$ cat config.mk
export PLATFORM = sky130hd
export DESIGN_NAME = sr_shift_sequencer
export DESIGN_NICKNAME = d
export VERILOG_FILES = /design/src/rtl/sr_shift_sequencer.sv
export SDC_FILE = /design/constraint.sdc
export NUM_CORES = 1
export LEC_CHECK = 0
export ABC_AREA = 0
export CELL_PAD_IN_SITES_DETAIL_PLACEMENT = 0
export CELL_PAD_IN_SITES_GLOBAL_PLACEMENT = 2
export CORE_MARGIN = 1.5
export CORE_UTILIZATION = 38
export DETAILED_ROUTE_END_ITERATION = 8
export GPL_TIMING_DRIVEN = 0
export HOLD_SLACK_MARGIN = 0.12
export PLACE_DENSITY = 0.94
export SLEW_MARGIN = 20
export SYNTH_ARGS = -nofsm -noshare
export SYNTH_HDL_FRONTEND = slang
export SYNTH_SLANG_ARGS = --single-unit
$ cat constraint.sdc
create_clock -name wb_clk_i -period 10.1 [get_ports wb_clk_i]
set_input_delay 1.01 -clock wb_clk_i [delete_from_list [all_inputs] [get_ports wb_clk_i]]
set_output_delay 1.01 -clock wb_clk_i [all_outputs]
set_load 0.1 [all_outputs]
$ cat src/rtl/sr_shift_sequencer.sv
// sr_shift_sequencer
//   Wishbone-programmed sequencer for the user-area serial shift-register chain.
//   Firmware loads TX, length, bit order and serial-clock divider through four word
//   registers, then sets START. The block shifts TX out on sr_sdo, captures sr_sdi
//   into RX and pulses sr_latch for one cycle after the last bit.
//
//   Register map (BASE_ADDRESS + offset):
//     0x0 CTRL  [0] START (W1, self-clear) [1] LSB_FIRST [2] IE [12:8] LEN [23:16] DIV
//     0x4 TX    RW
//     0x8 RX    RO
//     0xC STAT  [0] BUSY [1] DONE (W1C) [2] OVR (W1C)
//
//   Build option: define SR_SEQ_IRQ_EN to store CTRL.IE and drive irq = DONE & IE.
//   Without it irq is tied low and CTRL[2] reads 0.
//
//   Ports:
//     wb_clk_i, wb_rst_i        system clock, asynchronous active-high reset
//     wbs_*                     Wishbone slave (cyc, stb, we, sel, adr, dat in; ack, dat out)
//     sr_clk, sr_sdo, sr_latch  serial clock, serial data out, end-of-transfer update pulse
//     sr_sdi                    serial data returned from the chain
//     irq                       transfer-done interrupt (level)

module sr_shift_sequencer #(
   parameter logic [31:0] BASE_ADDRESS = 32'h3000_0000,
   parameter int unsigned WIDTH        = 32,
   parameter int unsigned DIV_W        = 8
) (
   input  logic        wb_clk_i,
   input  logic        wb_rst_i,
   input  logic        wbs_cyc_i,
   input  logic        wbs_stb_i,
   input  logic        wbs_we_i,
   input  logic [3:0]  wbs_sel_i,
   input  logic [31:0] wbs_adr_i,
   input  logic [31:0] wbs_dat_i,
   output logic        wbs_ack_o,
   output logic [31:0] wbs_dat_o,
   output logic        sr_clk,
   output logic        sr_sdo,
   input  logic        sr_sdi,
   output logic        sr_latch,
   output logic        irq
);

   localparam int unsigned LEN_W = $clog2(WIDTH);

   typedef enum logic [2:0] {
      StIdle,
      StLoad,
      StLow,
      StHigh,
      StLatch
   } state_e;

   state_e state_q, state_d;

   // Configuration and data registers
   logic             lsb_first_q;
   logic [LEN_W-1:0] len_q;
   logic [DIV_W-1:0] div_q;
   logic [WIDTH-1:0] tx_q;
   logic [WIDTH-1:0] rx_q;
   logic             done_q;
   logic             ovr_q;
`ifdef SR_SEQ_IRQ_EN
   logic             ie_q;
`endif

   // Shift engine
   logic [WIDTH-1:0] sh_q;
   logic [LEN_W-1:0] bitcnt_q;
   logic [DIV_W-1:0] divcnt_q;
   logic             sdo_q;

   // Bus interface
   logic        ack_q;
   logic [31:0] dat_q;
   logic        hit;
   logic        access;
   logic        wr;
   logic        rd;
   logic [1:0]  addr_idx;
   logic        wr_ctrl;
   logic        wr_tx;
   logic        wr_stat;
   logic [31:0] rd_data;
   logic        unused_adr;

   // Control decode
   logic             busy;
   logic             start_req;
   logic             ovr_set;
   logic             done_set;
   logic             ctrl_upd;
   logic             lsb_first_nx;
   logic [LEN_W-1:0] len_nx;
   logic [LEN_W-1:0] len_m1;
   logic [LEN_W-1:0] rx_idx;
   logic             div_zero;
   logic             sclk;
   logic             latch;

   assign unused_adr = ^wbs_adr_i[1:0];

   // ---------------------------------------------------------------------------
   // Wishbone decode
   // ---------------------------------------------------------------------------
   assign hit      = wbs_cyc_i & wbs_stb_i & (wbs_adr_i[31:4] == BASE_ADDRESS[31:4]);
   assign access   = hit & ~ack_q;
   assign wr       = access & wbs_we_i;
   assign rd       = access & ~wbs_we_i;
   assign addr_idx = wbs_adr_i[3:2];
   assign wr_ctrl  = wr & (addr_idx == 2'd0);
   assign wr_tx    = wr & (addr_idx == 2'd1);
   assign wr_stat  = wr & (addr_idx == 2'd3);

   assign busy      = (state_q != StIdle);
   assign ctrl_upd  = wr_ctrl & ~busy;
   assign start_req = ctrl_upd & wbs_sel_i[0] & wbs_dat_i[0];
   // A write to CTRL or TX while shifting is dropped and flagged.
   assign ovr_set   = (wr_ctrl | wr_tx) & busy;
   assign done_set  = (state_q == StLatch);

   // START sees the fields written in the same access, not the stale ones.
   assign lsb_first_nx = (ctrl_upd & wbs_sel_i[0]) ? wbs_dat_i[1] : lsb_first_q;
   assign len_nx       = (ctrl_upd & wbs_sel_i[1]) ? wbs_dat_i[8 +: LEN_W] : len_q;

   assign len_m1   = len_q - LEN_W'(1);
   assign rx_idx   = len_q - bitcnt_q;
   assign div_zero = (divcnt_q == '0);

   always_comb begin
      rd_data = '0;
      case (addr_idx)
         2'd0: begin
            rd_data[1]             = lsb_first_q;
`ifdef SR_SEQ_IRQ_EN
            rd_data[2]             = ie_q;
`endif
            rd_data[8 +: LEN_W]    = len_q;
            rd_data[16 +: DIV_W]   = div_q;
         end
         2'd1: rd_data = tx_q;
         2'd2: rd_data = rx_q;
         default: rd_data[2:0] = {ovr_q, done_q, busy};
      endcase
   end

   always_ff @(posedge wb_clk_i or posedge wb_rst_i) begin
      if (wb_rst_i) begin
         ack_q <= 1'b0;
         dat_q <= '0;
      end else begin
         ack_q <= hit & ~ack_q;
         if (rd) begin
            dat_q <= rd_data;
         end
      end
   end

   assign wbs_ack_o = ack_q;
   assign wbs_dat_o = dat_q;

   // ---------------------------------------------------------------------------
   // Register file
   // ---------------------------------------------------------------------------
   always_ff @(posedge wb_clk_i or posedge wb_rst_i) begin
      if (wb_rst_i) begin
         lsb_first_q <= 1'b0;
         len_q       <= '0;
         div_q       <= '0;
         tx_q        <= '0;
         done_q      <= 1'b0;
         ovr_q       <= 1'b0;
`ifdef SR_SEQ_IRQ_EN
         ie_q        <= 1'b0;
`endif
      end else begin
         if (ctrl_upd) begin
            if (wbs_sel_i[0]) begin
               lsb_first_q <= wbs_dat_i[1];
`ifdef SR_SEQ_IRQ_EN
               ie_q        <= wbs_dat_i[2];
`endif
            end
            if (wbs_sel_i[1]) begin
               len_q <= wbs_dat_i[8 +: LEN_W];
            end
            if (wbs_sel_i[2]) begin
               div_q <= wbs_dat_i[16 +: DIV_W];
            end
         end

         if (wr_tx && !busy) begin
            for (int b = 0; b < 4; b++) begin
               if (wbs_sel_i[b]) begin
                  tx_q[8*b +: 8] <= wbs_dat_i[8*b +: 8];
               end
            end
         end

         // Set beats a simultaneous W1C.
         if (done_set) begin
            done_q <= 1'b1;
         end else if (wr_stat && wbs_sel_i[0] && wbs_dat_i[1]) begin
            done_q <= 1'b0;
         end

         if (ovr_set) begin
            ovr_q <= 1'b1;
         end else if (wr_stat && wbs_sel_i[0] && wbs_dat_i[2]) begin
            ovr_q <= 1'b0;
         end
      end
   end

   // ---------------------------------------------------------------------------
   // Sequencer FSM
   // ---------------------------------------------------------------------------
   always_ff @(posedge wb_clk_i or posedge wb_rst_i) begin
      if (wb_rst_i) begin
         state_q <= StIdle;
      end else begin
         state_q <= state_d;
      end
   end

   always_comb begin
      state_d = state_q;
      sclk    = 1'b0;
      latch   = 1'b0;
      case (state_q)
         StIdle: begin
            if (start_req) begin
               state_d = StLoad;
            end
         end
         StLoad: begin
            state_d = StLow;
         end
         StLow: begin
            if (div_zero) begin
               state_d = StHigh;
            end
         end
         StHigh: begin
            sclk = 1'b1;
            if (div_zero) begin
               state_d = (bitcnt_q == '0) ? StLatch : StLow;
            end
         end
         StLatch: begin
            latch   = 1'b1;
            state_d = StIdle;
         end
         default: begin
            state_d = StIdle;
         end
      endcase
   end

   assign sr_clk   = sclk;
   assign sr_latch = latch;
   assign sr_sdo   = sdo_q;

   // ---------------------------------------------------------------------------
   // Shift datapath
   // ---------------------------------------------------------------------------
   always_ff @(posedge wb_clk_i or posedge wb_rst_i) begin
      if (wb_rst_i) begin
         sh_q     <= '0;
         rx_q     <= '0;
         bitcnt_q <= '0;
         divcnt_q <= '0;
         sdo_q    <= 1'b0;
      end else begin
         // Each LOW/HIGH phase lasts DIV+1 cycles: reload on entry, count down to zero.
         if ((state_q == StLoad) ||
             (((state_q == StLow) || (state_q == StHigh)) && div_zero)) begin
            divcnt_q <= div_q;
         end else if (!div_zero) begin
            divcnt_q <= divcnt_q - DIV_W'(1);
         end

         case (state_q)
            StIdle: begin
               if (start_req) begin
                  // Working copy taken on the way into LOAD so the first bit is on
                  // sr_sdo for the whole LOAD cycle.
                  sh_q     <= tx_q;
                  rx_q     <= '0;
                  bitcnt_q <= len_nx;
                  sdo_q    <= lsb_first_nx ? tx_q[0] : tx_q[len_nx];
               end
            end
            StLow: begin
               // sr_sdi is sampled on the rising edge of sr_clk.
               if (div_zero) begin
                  if (lsb_first_q) begin
                     rx_q[rx_idx] <= sr_sdi;
                  end else begin
                     rx_q <= {rx_q[WIDTH-2:0], sr_sdi};
                  end
               end
            end
            StHigh: begin
               if (div_zero && (bitcnt_q != '0)) begin
                  bitcnt_q <= bitcnt_q - LEN_W'(1);
                  if (lsb_first_q) begin
                     sdo_q <= sh_q[1];
                     sh_q  <= sh_q >> 1;
                  end else begin
                     sdo_q <= sh_q[len_m1];
                     sh_q  <= sh_q << 1;
                  end
               end
            end
            StLatch: begin
               sdo_q <= 1'b0;
            end
            default: begin
            end
         endcase
      end
   end

   // ---------------------------------------------------------------------------
   // Interrupt
   // ---------------------------------------------------------------------------
`ifdef SR_SEQ_IRQ_EN
   assign irq = done_q & ie_q;
`else
   assign irq = 1'b0;
`endif

endmodule

# Word level (Yosys, flattened, before mapping)

Cells that the tools add are included.

Register bits: 162
Logic and storage cells: 133

$add $sub $neg: 4
Magnitude comparators: 4
Eq/ne operators: 13
Mux-type cells: 46
Bitwise logic cells: 17
Reduce and logical (&&, ||, !) cells: 32

Operators with widths:

| cell                   | number |
|---|---|
| $mux W32               | 6 |
| $pmux W32 S2           | 2 |
| $bwmux W32             | 1 |
| $eq A28 B26 Y1 const B | 1 |
| $pmux W8 S3            | 1 |
| $pmux W5 S2            | 2 |
| $lt A5 B6 Y1 const B   | 3 |
| $mux W8                | 2 |
| $pmux W8 S2            | 1 |
| $mux W5                | 3 |
| $pmux W5 S3            | 1 |
| $mux W1                | 14 |
| $reduce_and A2 Y1      | 7 |
| $and A1 B1 Y1          | 13 |
| $mux W3                | 4 |
| $pmux W1 S3            | 4 |
| $pmux W3 S4            | 1 |
| $reduce_and A3 Y1      | 4 |
| $bmux W1 S5            | 2 |
| $sub A5 B1 Y5 const B  | 2 |
| $logic_not A8 Y1       | 1 |
| $reduce_bool A2 Y1     | 4 |
| $sub A8 B1 Y8 const B  | 1 |
| $logic_and A1 B1 Y1    | 7 |
| other kinds (20)       | 29 |

# Logic depth before layout (Yosys ltp)

Gate-level depths: netlist of the first run.

Depth in word-level cells: 13
Gate-level depth with buffers: 14

# Least setup slack after synthesis of the first run

No wires, ideal clock.

Kind: in2reg
Start point: input port wbs_adr_i[2]
End point: register sdo_q, in the netlist sr_sdo
Library setup time: 0.129 ns
Data arrival time: 3.600 ns
Data required time: 9.971 ns
Slack: 6.371 ns
Cell stages on the path: 11
Path buffers: 1
Path through: inv_1 ha_1 buf_2 nor4b_4 nand2_1 nor4_4 mux2i_1 inv_1 o31ai_1 o32ai_1 a2111o_1

Word-level cells in the longest chain between the ends: 10
Elaborated cells between the ends (all ways): 15
Classes of those cells: 1 x eq/ne; 7 x mux; 5 x bitwise; 2 x reduce/logical

Ends and longest elaborated chain:

| what                          | RTL line | text |
|---|---|---|
| start: declaration            | 34       | `input logic [31:0] wbs_adr_i,` |
| $logic_not A2 Y1 *            | 113      | `assign wr_ctrl = wr & (addr_idx == 2'd0);` |
| $and A1 B1 Y1 *               | 113      |  |
| $and A1 B1 Y1 *               | 118      | `assign ctrl_upd = wr_ctrl & ~busy;` |
| $and A1 B1 Y1                 | 126      | `assign len_nx = (ctrl_upd & wbs_sel_i[1]) ? wbs_dat_i[8 +: LEN_W] : len_q;` |
| $mux W5                       | 126      |  |
| $bmux W1 S5                   | 293      | `sdo_q <= lsb_first_nx ? tx_q[0] : tx_q[len_nx];` |
| $mux W1 (implied by the code) | 293      |  |
| $mux W1                       | 293      |  |
| $mux W1                       | 287      | `if (start_req) begin` |
| $pmux W1 S3                   | 285      | `case (state_q)` |
| end signal: assignment        | 293      |  |
| end signal: assignment        | 310      | `sdo_q <= sh_q[1];` |
| end signal: assignment        | 313      | `sdo_q <= sh_q[len_m1];` |
| end: declaration              | 73       | `logic sdo_q;` |

Every way passes the cells marked *; elsewhere a longest branch is shown, timed or not. The select of a mux whose other input is x is not followed.
A chain may end at the register's enable or synchronous reset.

# Worst setup path after layout of the first run

Same ends and word-level chain as after synthesis.

==> results of run 1 <==
==> worst max path at each step <==
stage	from	cells after the start	to	slack [ns]
2_1_floorplan	wb_rst_i	1	bitcnt_q[0]	4.71
3_3_place_gp	wb_rst_i	2	div_q[3]	2.16
6_report	wbs_adr_i[2]	12	sr_sdo	5.53
4_1_cts	wbs_adr_i[2]	12	sr_sdo	5.58
5_1_grt	len_q[0]	14	rx_q[13]	5.35
3_5_place_dp	wbs_adr_i[2]	12	sr_sdo	5.16
==> kinds of logic (layout without fill, tap and decap cells) <==
logic type	count (synthesis)	after routing	synth area share [%]
buffers and inverters	100	240	4.24
flip-flops	162	162	43.3
XOR/XNOR	12	12	1.12
adder cells (fa/ha/maj)	14	14	1.95
AO/OA/AOI/OAI	293	293	19.9
other	1	1	0.0400
multiplexers	99	99	12.6
AND/OR/NAND/NOR	312	312	16.8
==> critical path: stages <==
cell and delay (ns):
clkdlybuf4s50_1 0.49, inv_1 0.12, ha_1 0.14, buf_2 0.23, nor4b_4 0.40, nand2_1 0.15, nor4_4 0.55, mux2i_1 0.76
inv_1 0.20, o31ai_1 0.31, o32ai_1 0.11, a2111o_1 0.41
==> sequential cells by signal, summed over array words and instances (netlist names), 5 cells and up <==
signal	count
rx_q	32
sh_q	32
tx_q	32
wbs_dat_o	32
div_q	8
divcnt_q	8
bitcnt_q	5
len_q	5
==> layout by cell type (no fill, tap or decap), drive strengths merged, types with 8 or more instances in the layout <==
cell type | Yosys | routed
clkbuf | 65 | 82
a21oi | 73 | 73
inv | 25 | 32
nor4 | 9 | 9
nand2 | 138 | 138
a22o | 17 | 17
o21ai | 95 | 95
buf | 9 | 10
a22oi | 33 | 33
mux2i | 42 | 42
mux2 | 47 | 47
a222oi | 14 | 14
clkinv | 1 | 8
ha | 13 | 13
o31ai | 18 | 18
nor2 | 72 | 72
dfrtp | 162 | 162
or4 | 31 | 31
mux4 | 10 | 10
nor3 | 19 | 19
a31oi | 10 | 10
clkdlybuf4s50 | 0 | 107
==> final cells by class <==
type,count,area share [%]
sequential,162,35.3
buffer,74,2.61
tap,324,3.53
inverter,26,0.916
multi-input combinational,731,42.9
timing repair buffer,108,9.57
clock inverter,15,1.48
clock buffer,17,3.71
==> per-layer routing <==
metal	track usage [%]	up-vias	wire length (um)
met1	34.4	4211	14100
met4	10.2	2	1160
li1	-	3907	-
met5	0	-	14
met3	5.79	67	2190
met2	38.8	350	14500
==> cells in the mapped netlist (all sizes together), types with 9 or more instances <==
cell type  number
mux4           10
a22o           17
a222oi         14
a21oi          73
nor3           19
buf             9
a22oi          33
o31ai          18
clkbuf         65
a31oi          10
ha             13
dfrtp         162
nor2           72
mux2i          42
inv            25
nand2         138
mux2           47
or4            31
nor4            9
o21ai          95
==> through the flow <==
step	utilization (%)	total power [W]
after floorplan	-	0.000704
after global placement	44.7	0.000753
after detailed placement	44.9	0.000755
after CTS	47.3	0.00141
after global routing	47.3	0.00144
final	47.3	0.00140
==> power breakdown <==
part,switching [W],internal [W]
logic,0.0000543,0.0000369
registers,0.00000103,0.000650
clock network,0.000321,0.000333
total,0.000376,0.00102
==> flow_summary.ini, run 1 <==
[clock_tree]
clockRootBuffer = clkbuf_16
cts_buffers = 17
cts_resized = 0
cts-hold-fix-buffers = 0
postCtsSetupBuffers = 0
clk_pin_slew_ns = 0.07
cts_tree = done
clockBufferDepth = 2
cts_num_sinks = 162
htree_levels = 4
clk_latency_ns = 0.44

[global_routing]
grt_pass1_wl_mm = 49.5
gr-total-overflow = 0
grt_max_degree = 102
grt_usage_pct = 25.2
antenna_found_initial = 1
grt_pass1_vias = 8320

[place]
dp.cells = 1425
io_buffers = 107
dp_slack_ns = 5.16
dpl.hpwl_mm = 23.5
post_dp_cell_area_mm2 = 0.0109
gp_congestion = 0.909

[worst_setup_path]
r2r-start = len_q[0]
worstPathArrival_ns = 4.88
critPathCaptureType = register
startpoint_type = primary input
r2r_slack_ns = 5.61
reg2regPathDepth = 13
r2r-end = rx_q[16]
cp_max_fo = 10
path_class = in -> reg
cp.required_ns = 10.41

[logic_synthesis]
postSynthCellCount = 993
synthTopCellsByArea = dfrtp_1 43%, mux2_2 5.5%, nand2_1 5.5%
netlist_area_mm2 = 0.00937
yosysTopAreaCell = dfrtp_1
postSynthNetCount = 1081
post_synth_num_cell_types = 65
ys.warnings.count = 0
ys_ff_latch = 162
avgSynthCellArea_um2 = 9.43
synth-main-ff-cell = dfrtp_1
synth_seq_area_share_pct = 43.3
ys_async_sr_fraction_pct = 100
synth_top_area_share_pct = 43.3
synth_edf_count = 0

[sta]
slew_violations = 0
setup_viol = 0
clock-skew-final_ns = 0.0170
hold_viol = 0
fin_crit_ns = 4.57
max_freq_mhz = 219
worst_pin_slew_ns = 1.00
timing.final.ws_setup_ns = 5.53
tns_ns = 0
slew_headroom_pct = 33.2
period_share_pct = 45.2
hold_slack_ns = 0.484
rsz0062_at_grt = false

[worst_hold_path]
worstHoldPathType = reg -> reg
hold_depth = 2
hold_path_end = wbs_dat_o[29]
hold_path_startpoint = wbs_dat_o[29]

[final_layout]
fin_area_mm2 = 0.0115
layout.nets = 1208
n_fill_cell = 2340
fin_cells = 1457
area_growth_syn_to_layout_pct = 22.6
multiInputGateArea_mm2 = 0.00492
layout-drive-gt1-share_pct = 10.3
seqCellArea_mm2 = 0.00405
diodes = 0

[drt]
dr.first_iter.drc_count = 763
wl_per_cell_um = 21.9
drt_first_pass_iters = 8
drt-total-wl_mm = 32.0
vias_per_cell = 5.86
dr_total_vias = 8537
drc = 0
ant_nets = 0

[outcome]
outcome = complete, no violations

[floorplan]
die_y_um = 160
rows = 57
die_x_um = 160
die_area_mm2 = 0.0256
io_pins = 111
initial_core_util_pct = 38.6
core_area_mm2 = 0.0242

[pwr]
p_per_area_mw_per_mm2 = 122
power_leakage_nw = 4.71
irDropWorstVdd_uv = 88.5

[flow_run]
max_cap_violations = 0
(Power assumes the default switching activity.)
==> run 2: changes to the inputs <==
--- a/config.mk
+++ b/config.mk
@@ -9,11 +9,11 @@
 export CELL_PAD_IN_SITES_DETAIL_PLACEMENT = 0
 export CELL_PAD_IN_SITES_GLOBAL_PLACEMENT = 2
 export CORE_MARGIN = 1.5
-export CORE_UTILIZATION = 38
+export CORE_UTILIZATION = 32
 export DETAILED_ROUTE_END_ITERATION = 8
 export GPL_TIMING_DRIVEN = 0
 export HOLD_SLACK_MARGIN = 0.12
-export PLACE_DENSITY = 0.94
+export PLACE_DENSITY = 0.86
 export SLEW_MARGIN = 20
 export SYNTH_ARGS = -nofsm -noshare
 export SYNTH_HDL_FRONTEND = slang
==> constraint.sdc (replaced) <==
create_clock -name wb_clk_i -period 3.7 [get_ports wb_clk_i]
set_input_delay 0.37 -clock wb_clk_i [delete_from_list [all_inputs] [get_ports wb_clk_i]]
set_output_delay 0.37 -clock wb_clk_i [all_outputs]
set_load 0.1 [all_outputs]
==> flow_summary.ini, run 2 (same netlist as run 1, synthesis figures left out) <==
[floorplan]
core_area_mm2 = 0.0288
die_y_um = 174
io_pins = 111
die_area_mm2 = 0.0303
initial_core_util_pct = 32.5
die_x_um = 174
rows = 62

[sta]
setup_viol = 0
period_share_pct = 96.0
slew_violations = 0
max_freq_mhz = 282
clock-skew-final_ns = 0.0120
tns_ns = 0
worst_pin_slew_ns = 1.05
slew_headroom_pct = 29.6
hold_slack_ns = 0.379
rsz0062_at_grt = false
fin_crit_ns = 3.55
hold_viol = 0

[global_routing]
grt.busiest_layer = met2
grtUsageMet2_pct = 36.5
grt_use_met1_pct = 30.0
grt_max_degree = 30
grt_pass1_wl_mm = 50.5
grt_usage_pct = 21.9
antenna_found_initial = 0
grt_pass1_vias = 8248
gr-total-overflow = 0
grt_use_met3_pct = 2.32

[outcome]
outcome = complete, no violations

[final_layout]
fin_area_mm2 = 0.0117
final_common_cell = dfrtp_1
diodes = 0
area_growth_syn_to_layout_pct = 25.4
n_fill_cell = 2839
layout-drive-gt1-share_pct = 12.7
mostFrequentLayoutCells = 161 x dfrtp_1, 136 x nand2_1, 107 x clkdlybuf4s50_1
layout.nets = 1211

[pwr]
irDropWorstVdd_uv = 314
power_leakage_nw = 4.77
p_per_area_mw_per_mm2 = 323

[worst_setup_path]
worstPathArrival_ns = 3.85
cp_max_fo = 8
r2r_slack_ns = 0.19
path_class = in -> reg
startpoint_type = primary input
critPathCaptureType = register
cp.required_ns = 4.00

[flow_run]
max_cap_violations = 0

[drt]
dr.first_iter.drc_count = 737
vias_per_cell = 5.53
ant_nets = 0
drt-total-wl_mm = 32.5
dr_total_vias = 8400
drc = 0
drt_first_pass_iters = 7
wl_per_cell_um = 21.4

[clock_tree]
cts_num_sinks = 162
clk_latency_ns = 0.43
cts_tree = done
clockBufferDepth = 2
cts_buffers = 17
clockRootBuffer = clkbuf_16
cts-hold-fix-buffers = 0
htree_levels = 4
clk_pin_slew_ns = 0.07

[place]
post_dp_cell_area_mm2 = 0.0110
io_buffers = 107
dpl.hpwl_mm = 24.6
gp_congestion = 0.913

[worst_hold_path]
worstHoldPathType = in -> async
run 2: cell types whose count changed in the layout (fill, tap and decap cells not counted), sizes merged:
cell and delta:
buf +3, clkbuf +1, clkinvlp +3, clkinv -4
run 2: area by class of cell:
type	count	area (um2)	share of cell area, %
multi-input combinational	731	5040	42.9
sequential	162	4060	34.5
timing repair buffer	114	1190	10.1
tap	384	480	4.09
clock buffer	18	439	3.74
buffer	71	299	2.55
clock inverter	14	139	1.18
inverter	26	101	0.863
run 2: per-layer routing:
metal	wire, um	share of wire [%]
met1	14600	45
met2	16000	49
met3	1340	4.1
met4	620	1.9
met5	0	0
run 2: path summary, 6_finish.rpt:
| path | from | end | cells after the start |
|---|---|---|---|
| worst max-delay path | wbs_adr_i[2] | sr_sdo | 15 |
| worst min-delay path | wb_rst_i | tx_q[25] | 2 |
| worst max register to register | len_q[0] | rx_q[6] | 13 |
| worst min register to register | wbs_dat_o[15] | wbs_dat_o[15] | 2 |
| max in group asynchronous | wb_rst_i | divcnt_q[1] | 6 |
| min in group wb_clk_i | wbs_dat_o[15] | wbs_dat_o[15] | 2 |
run 2: critical path, cell delays in order:
cell and delay [ns]:
clkdlybuf4s50_1 0.50, inv_1 0.13, ha_1 0.16, clkbuf_4 0.21, nor4b_4 0.21, buf_4 0.18
nand4_1 0.09, or3_1 0.37, and2_1 0.18, buf_4 0.15, inv_2 0.16, mux2_2 0.35
o31ai_1 0.22, o32ai_1 0.13, a2111o_1 0.42
run 2: power by group:
| group | switching, W | internal (W) | leakage (nW) |
|---|---|---|---|
| combinational | 0.000153 | 0.000110 | 2.24 |
| clock | 0.000841 | 0.000912 | 0.274 |
| sequential | 0.00000327 | 0.00177 | 2.25 |
| total | 0.000998 | 0.00280 | 4.77 |
run 2: stage by stage:
step                worst slack (ns)  power, W  cells  util (%)
finish                         0.150   0.00379   1520      40.8
global route                  0.0162   0.00393   1520      40.8
CTS                           -0.111   0.00383   1519      40.5
detailed placement            -0.749   0.00207   1489      38.3
global placement              -0.767   0.00206   1484      37.9
floorplan                      0.359   0.00192    993         -
run 2: what timing repair did:
item,CTS,global route
gates resized for setup,12,23
gates cloned,0,0
endpoints found under the setup margin,33,36
pin swaps,1,0
setup buffers,1,1
